$ cat config.mk
export PLATFORM = sky130hd
export DESIGN_NAME = ysyx_23060332_ifu_flat
export DESIGN_NICKNAME = d
export VERILOG_FILES = /design/src/rtl/ysyx_23060332_ifu_pkg.sv /design/src/rtl/ysyx_23060332_ifu_if.sv /design/src/rtl/ysyx_23060332_pc_reg.sv /design/src/rtl/ysyx_23060332_ifu.sv /design/src/flat_wrapper.sv
export SDC_FILE = /design/constraint.sdc
export NUM_CORES = 1
export LEC_CHECK = 0
export ABC_CLOCK_PERIOD_IN_PS = 1800
export CAP_MARGIN = 5
export CORE_UTILIZATION = 43
export CTS_CLUSTER_DIAMETER = 30
export CTS_CLUSTER_SIZE = 40
export DETAILED_ROUTE_END_ITERATION = 16
export PLACE_DENSITY_LB_ADDON = 0.3
export SETUP_SLACK_MARGIN = 0.5
export SLEW_MARGIN = 40
export SYNTH_ARGS = -nofsm -noshare
export SYNTH_HDL_FRONTEND = slang
export SYNTH_SLANG_ARGS = --single-unit
$ cat constraint.sdc
create_clock -name clk -period 1.8 [get_ports clk]
set_input_delay 0.18 -clock clk [delete_from_list [all_inputs] [get_ports clk]]
set_output_delay 0.18 -clock clk [all_outputs]
set_load 0.005 [all_outputs]
$ cat src/rtl/ysyx_23060332_ifu_pkg.sv
// Shared constants and next-PC helpers for the ysyx_23060332 instruction fetch unit.
// Optional misaligned-redirect trap is enabled with YSYX_23060332_IFU_MISALIGN_EN.
package ysyx_23060332_ifu_pkg;

    localparam int          INST_W   = 32;
    localparam int          ADDR_W   = 32;
    localparam logic [31:0] RESET_PC = 32'h8000_0000;
    localparam logic [31:0] INST_NOP = 32'h0000_0013;

    // Redirect targets are forced onto a word boundary.
    function automatic logic [ADDR_W-1:0] align_word(input logic [ADDR_W-1:0] a);
        return a & 32'hFFFF_FFFC;
    endfunction

    // Sequential PC; the carry out of bit 31 is dropped so 32'hFFFF_FFFC wraps to zero.
    function automatic logic [ADDR_W-1:0] seq_pc(input logic [ADDR_W-1:0] a);
        return a + 32'd4;
    endfunction

endpackage

$ cat src/rtl/ysyx_23060332_ifu_if.sv
// Fetch-unit bus: instruction-memory req/ack port plus the decode valid/ready port.
// master = fetch unit, slave = memory/decode environment.
interface ysyx_23060332_ifu_if
    import ysyx_23060332_ifu_pkg::*;
();
    logic              imem_req;
    logic [ADDR_W-1:0] imem_addr;
    logic              imem_ack;
    logic [INST_W-1:0] imem_rdata;
    logic [INST_W-1:0] inst_o;
    logic [ADDR_W-1:0] inst_addr_o;
    logic              inst_valid;
    logic              inst_ready;
    logic              jump_en;
    logic [ADDR_W-1:0] jump_addr;

    modport master (
        output imem_req, imem_addr, inst_o, inst_addr_o, inst_valid,
        input  imem_ack, imem_rdata, inst_ready, jump_en, jump_addr
    );

    modport slave (
        input  imem_req, imem_addr, inst_o, inst_addr_o, inst_valid,
        output imem_ack, imem_rdata, inst_ready, jump_en, jump_addr
    );
endinterface

$ cat src/rtl/ysyx_23060332_pc_reg.sv
// Program counter register with its next-PC mux (hold / sequential / aligned redirect).
// Built identically with or without YSYX_23060332_IFU_MISALIGN_EN.
module ysyx_23060332_pc_reg
    import ysyx_23060332_ifu_pkg::*;
(
    input  logic              clk,
    input  logic              rst,
    input  logic              i_adv,
    input  logic              i_jump_en,
    input  logic [ADDR_W-1:0] i_jump_addr,
    output logic [ADDR_W-1:0] o_pc,
    output logic [ADDR_W-1:0] o_pc_next
);

    logic [ADDR_W-1:0] r_pc;
    logic [ADDR_W-1:0] w_pc_next;

    // Next PC only moves when decode consumes the current instruction.
    always_comb begin
        w_pc_next = r_pc;
        if (i_adv) begin
            if (i_jump_en) begin
                w_pc_next = align_word(i_jump_addr);
            end else begin
                w_pc_next = seq_pc(r_pc);
            end
        end else begin
            w_pc_next = r_pc;
        end
    end

    // PC register.
    always_ff @(posedge clk) begin
        if (rst) begin
            r_pc <= RESET_PC;
        end else begin
            r_pc <= w_pc_next;
        end
    end

    assign o_pc      = r_pc;
    assign o_pc_next = w_pc_next;

endmodule

$ cat src/rtl/ysyx_23060332_ifu.sv
// Instruction fetch unit: one outstanding fetch, registered handoff to decode.
// Define YSYX_23060332_IFU_MISALIGN_EN to trap and halt on misaligned redirects.
module ysyx_23060332_ifu
    import ysyx_23060332_ifu_pkg::*;
(
    input  logic                 clk,
    input  logic                 rst,
    ysyx_23060332_ifu_if.master  bus
);

`ifdef YSYX_23060332_IFU_MISALIGN_EN
    function automatic void npc_trap();
        $display("npc_trap: misaligned redirect");
    endfunction
    typedef enum logic [1:0] {S_IDLE = 2'd0, S_REQ = 2'd1, S_VALID = 2'd2, S_HALT = 2'd3} state_t;
`else
    typedef enum logic [1:0] {S_IDLE = 2'd0, S_REQ = 2'd1, S_VALID = 2'd2} state_t;
`endif

    state_t            r_state;
    logic              r_imem_req;
    logic [ADDR_W-1:0] r_imem_addr;
    logic              r_inst_valid;
    logic [INST_W-1:0] r_inst;
    logic [ADDR_W-1:0] r_inst_addr;

    logic              w_fire;
    logic [ADDR_W-1:0] w_pc;
    logic [ADDR_W-1:0] w_pc_next;

    assign w_fire = (r_state == S_VALID) && bus.inst_ready;

    ysyx_23060332_pc_reg u_pc_reg (
        .clk         (clk),
        .rst         (rst),
        .i_adv       (w_fire),
        .i_jump_en   (bus.jump_en),
        .i_jump_addr (bus.jump_addr),
        .o_pc        (w_pc),
        .o_pc_next   (w_pc_next)
    );

    // Fetch FSM; every bus output is a register so neither ack nor ready reaches an output combinationally.
    always_ff @(posedge clk) begin
        if (rst) begin
            r_state      <= S_IDLE;
            r_imem_req   <= 1'b0;
            r_imem_addr  <= RESET_PC;
            r_inst_valid <= 1'b0;
            r_inst       <= INST_NOP;
            r_inst_addr  <= RESET_PC;
        end else begin
            case (r_state)
                S_IDLE: begin
                    r_state     <= S_REQ;
                    r_imem_req  <= 1'b1;
                    r_imem_addr <= w_pc;
                end
                S_REQ: begin
                    if (bus.imem_ack) begin
                        r_state      <= S_VALID;
                        r_imem_req   <= 1'b0;
                        r_inst_valid <= 1'b1;
                        r_inst       <= bus.imem_rdata;
                        r_inst_addr  <= w_pc;
                    end
                end
                S_VALID: begin
                    if (bus.inst_ready) begin
`ifdef YSYX_23060332_IFU_MISALIGN_EN
                        if (bus.jump_en && (bus.jump_addr[1:0] != 2'b00)) begin
                            npc_trap();
                            r_state      <= S_HALT;
                            r_imem_req   <= 1'b0;
                            r_inst_valid <= 1'b0;
                        end else begin
                            r_state      <= S_REQ;
                            r_imem_req   <= 1'b1;
                            r_imem_addr  <= w_pc_next;
                            r_inst_valid <= 1'b0;
                        end
`else
                        r_state      <= S_REQ;
                        r_imem_req   <= 1'b1;
                        r_imem_addr  <= w_pc_next;
                        r_inst_valid <= 1'b0;
`endif
                    end
                end
`ifdef YSYX_23060332_IFU_MISALIGN_EN
                S_HALT: begin
                    r_imem_req   <= 1'b0;
                    r_inst_valid <= 1'b0;
                end
`endif
                default: begin
                    r_state      <= S_IDLE;
                    r_imem_req   <= 1'b0;
                    r_inst_valid <= 1'b0;
                end
            endcase
        end
    end

    assign bus.imem_req    = r_imem_req;
    assign bus.imem_addr   = r_imem_addr;
    assign bus.inst_valid  = r_inst_valid;
    assign bus.inst_o      = r_inst;
    assign bus.inst_addr_o = r_inst_addr;

endmodule

$ cat src/flat_wrapper.sv
// flat-port wrapper written by rule: the top's interface ports become plain ports
module ysyx_23060332_ifu_flat import ysyx_23060332_ifu_pkg::*;
  (clk, rst, bus_imem_req, bus_imem_addr, bus_inst_o, bus_inst_addr_o, bus_inst_valid, bus_imem_ack, bus_imem_rdata, bus_inst_ready, bus_jump_en, bus_jump_addr);
  ysyx_23060332_ifu_if bus_i ();
  input  logic clk;
  input  logic rst;
  output wire logic [$bits(bus_i.imem_req)-1:0] bus_imem_req;
  output wire logic [$bits(bus_i.imem_addr)-1:0] bus_imem_addr;
  output wire logic [$bits(bus_i.inst_o)-1:0] bus_inst_o;
  output wire logic [$bits(bus_i.inst_addr_o)-1:0] bus_inst_addr_o;
  output wire logic [$bits(bus_i.inst_valid)-1:0] bus_inst_valid;
  input wire logic [$bits(bus_i.imem_ack)-1:0] bus_imem_ack;
  input wire logic [$bits(bus_i.imem_rdata)-1:0] bus_imem_rdata;
  input wire logic [$bits(bus_i.inst_ready)-1:0] bus_inst_ready;
  input wire logic [$bits(bus_i.jump_en)-1:0] bus_jump_en;
  input wire logic [$bits(bus_i.jump_addr)-1:0] bus_jump_addr;
  assign bus_imem_req = bus_i.imem_req;
  assign bus_imem_addr = bus_i.imem_addr;
  assign bus_inst_o = bus_i.inst_o;
  assign bus_inst_addr_o = bus_i.inst_addr_o;
  assign bus_inst_valid = bus_i.inst_valid;
  assign bus_i.imem_ack = bus_imem_ack;
  assign bus_i.imem_rdata = bus_imem_rdata;
  assign bus_i.inst_ready = bus_inst_ready;
  assign bus_i.jump_en = bus_jump_en;
  assign bus_i.jump_addr = bus_jump_addr;
  ysyx_23060332_ifu u_core (.clk(clk), .rst(rst), .bus(bus_i));
endmodule
==> flow_summary.toml <==
[floorplan]
initial_utilization_pct = 44.4
fp-row-count = 41
boundaryPins = 167
core-area_sq_mm = 0.0127
die_w_microns = 116
dieArea_sq_mm = 0.0135
die_y_microns = 116

[power_and_ir_drop]
combPwrFrac_pct = 15.4
p_per_area_mw_per_mm2 = 749
p_int_mw = 5.95
swShare_pct = 26.2
finalPower_mw = 8.06
power.switching_mw = 2.11
p_seq_share_pct = 37.3
pwr-share-clk_pct = 47.2
leakage_nw = 4.83
ir_worst_vdd_mv = 0.438

[worst_setup_path]
cp-startpoint = "u_core.r_state[0]$_SDFFE_PP0P_"
slowest_delay_ns = 0.78
slowest_stage = "nor3_1"
rr_endpoint = "u_core.bus.imem_addr[30]$_SDFFE_PP0P_"
timing.rr.start = "u_core.r_state[0]$_SDFFE_PP0P_"
cp_max_fo = 15
path_class = "register to register"
rr_worst_depth = 6
cp.required_ns = 2.15
arrival_ns = 2.52
r2r_slack_ns = -0.37
cp-start-kind = "register"
worstPathCellList = "and3b_2 -> buf_12 -> nor2_1 -> nor3_1 -> a21oi_1 -> a211oi_2"
cp-end-kind = "register"

[grt]
grt.total_usage_pct = 36.0
overflow = 0
grt_max_degree = 108
grt_pass1_vias = 6773
grt_pass1_wl_mm = 36.5
antenna_found_initial = 0

[cells_and_area]
syn2layout_area_growth_pct = 91.3
nets = 1070
n_antenna_cell = 0
drive_above_1_share_pct = 41.2
fin_area_sq_mm = 0.0108

[synthesis]
yosysTopAreaCell = "dfxtp_1"
synth_cells = 721
syn-num-nets = 791
synth_common_cells = "nand2_1 (171), dfxtp_1 (131), a21oi_1 (96)"
postSynthAreaPerCell_sq_um = 7.80
ys_types = 59
yosysWarningCount = 0
synth_top_area_share_pct = 46.7
ys_dominant_reg_cell = "dfxtp_1"
synth.most_common_cell = "nand2_1"
ys_seq_elements = 131
yosysSeqAreaShare_pct = 46.7
synthTopCellsByArea = "dfxtp_1 (47%), nand2_1 (11%), a21oi_1 (8.5%)"
async_reset_ff_share_pct = 0
syn-cell-area_sq_mm = 0.00562
synth_edf_count = 0

[placement]
io_buffers = 164
placed_cell_area_sq_mm = 0.00791
dpl.hpwl_mm = 12.6
routabilityCongestion = 0.884

[min_path]
min_to = "u_core.u_pc_reg.o_pc[2]$_SDFF_PP0_"
holdPathStages = 3
min-delay-start = "bus_jump_en"
hold_class = "primary input to register"

[cts]
cts_tree = "done"
clockBufferDepth = 2
clkLatencyLatePin_ns = 0.43
cts-htree-levels = 4
postCtsHoldBufs = 0
cts_buffers = 17
root_buffer = "clkbuf_16"
clk_pin_slew_worst_paths_ns = 0.06
cts.sinks = 131

[sta]
skew_ns = 0.0113
final.min_clock_period_ns = 2.17
slew_headroom_pct = 39.1
timing.fmax_mhz = 461
max_slew.worst_pin.slew_ns = 0.907
drv_slew = 0
finalCritPeriodShare_pct = 120
setup_viol = 28
fin_ws_ns = -0.368
rsz0062_at_grt = "true"
hold_viol = 0

[detailed_routing]
wl_per_cell_microns = 26.0
drt-initial-drc-count = 1030
routed_via_density = 6.48
vias = 7676
dr.pass1.iters = 6
drc = 0
routed_wl_mm = 30.8
ant_nets = 0

[flow_run]
drv_cap = 0

[outcome]
violations = "negative setup slack"
outcome = "finished, violations left"
kinds of logic after synthesis:
| family | after synthesis | synth area share [%] |
|---|---|---|
| simple gates | 336 | 28.0 |
| compound gates | 183 | 19.7 |
| flops | 131 | 46.7 |
| buf+inv | 65 | 4.56 |
| mux | 5 | 0.913 |
| fa+ha+maj | 1 | 0.223 |
placed cells by master (no fill, tap or decap), drive strengths merged, types with 5 or more instances in the layout:
master         netlist  final
a211oi               7      7
a21oi               96     96
a22oi                5      5
a31oi               11     11
and2                 5      5
and3                16     16
buf                 13    150
clkbuf              47     21
clkdlybuf4s50        0     63
dfxtp              131    131
dlygate4sd2          0     97
inv                  4      5
nand2              171    171
nand3               22     22
nand4               15     15
nor2                62     62
nor3                16     16
nor4                 6      6
o211ai               6      6
o21ai               18     18
o22ai               14     14
or2                  2      8
flip-flops by register name, indices dropped and copies added, names as in the netlist:
signal and cells:
u_core.bus.inst_addr_o 32, u_core.u_pc_reg.o_pc 32, u_core.bus.inst_valid 1, u_core.bus.imem_addr 32, u_core.bus.inst_o 32, u_core.r_state 2
critical path: cells and delay by family, from the launching register on:
family	cells	cell delay, ns
buffers and inverters	1	0.17
DFF	1	0.36
AOI/OAI and AO/OA	2	0.34
and+or+nand+nor	3	1.23
what timing repair did:
action,CTS,global route
setup buffers,51,23
cloned,17,3
endpoints found under the setup margin,223,129
gates resized for setup,276,165
pin swaps,77,113
metal layers:
metal / wire [microns] / vias up / track usage (%)
met1: 10600 / 3542 / 40.9
met2: 13900 / 762 / 60.8
met4: 2530 / 0 / 21.2
met3: 3830 / 267 / 9.76
met5: 0 / - / 0
li1: - / 3105 / -
through the flow:
stage	setup WS (ns)	cells	util [%]	hold slack, ns	setup TNS, ns
2_1_floorplan	0.0919	721	-	0.304	0
4_1_cts	0.0984	1159	77.8	0.160	0
3_5_place_dp	-0.164	1059	62.4	0.448	-0.907
3_3_place_gp	-0.123	1059	62.4	0.441	-0.369
5_1_grt	-0.330	1185	84.9	0.222	-3.33
6_report	-0.368	1185	84.9	0.211	-2.29
power by group through the flow:
| stage | logic (mW) | clock network, mW | registers, mW |
|---|---|---|---|
| detailed placement | 0.730 | 0 | 3.08 |
| CTS | 1.02 | 3.74 | 3.00 |
| floorplan | 0.331 | 0 | 3.07 |
| global placement | 0.714 | 0 | 3.07 |
| global route | 1.28 | 3.90 | 3.01 |
| finish | 1.24 | 3.81 | 3.01 |
worst max path at each step:
stage | end | slack, ns | cells after the start
2_1_floorplan | u_core.bus.imem_addr[25]$_SDFFE_PP0P_ | 0.09 | 7
3_3_place_gp | u_core.bus.imem_addr[25]$_SDFFE_PP0P_ | -0.12 | 7
3_5_place_dp | u_core.bus.imem_addr[25]$_SDFFE_PP0P_ | -0.16 | 7
4_1_cts | u_core.bus.imem_addr[21]$_SDFFE_PP0P_ | 0.1 | 5
5_1_grt | u_core.bus.imem_addr[30]$_SDFFE_PP0P_ | -0.33 | 6
6_report | u_core.bus.imem_addr[30]$_SDFFE_PP0P_ | -0.37 | 6
final cells by class:
cell class / instances / area [sq um]
fill: 622 / 1920
clock buffer: 20 / 458
clock inverter: 12 / 178
tap: 172 / 215
sequential: 131 / 2690
inverter: 5 / 18.8
multi-input combinational: 531 / 3900
timing repair buffer: 314 / 3300
No activity file was read; power rests on OpenSTA's default activity.
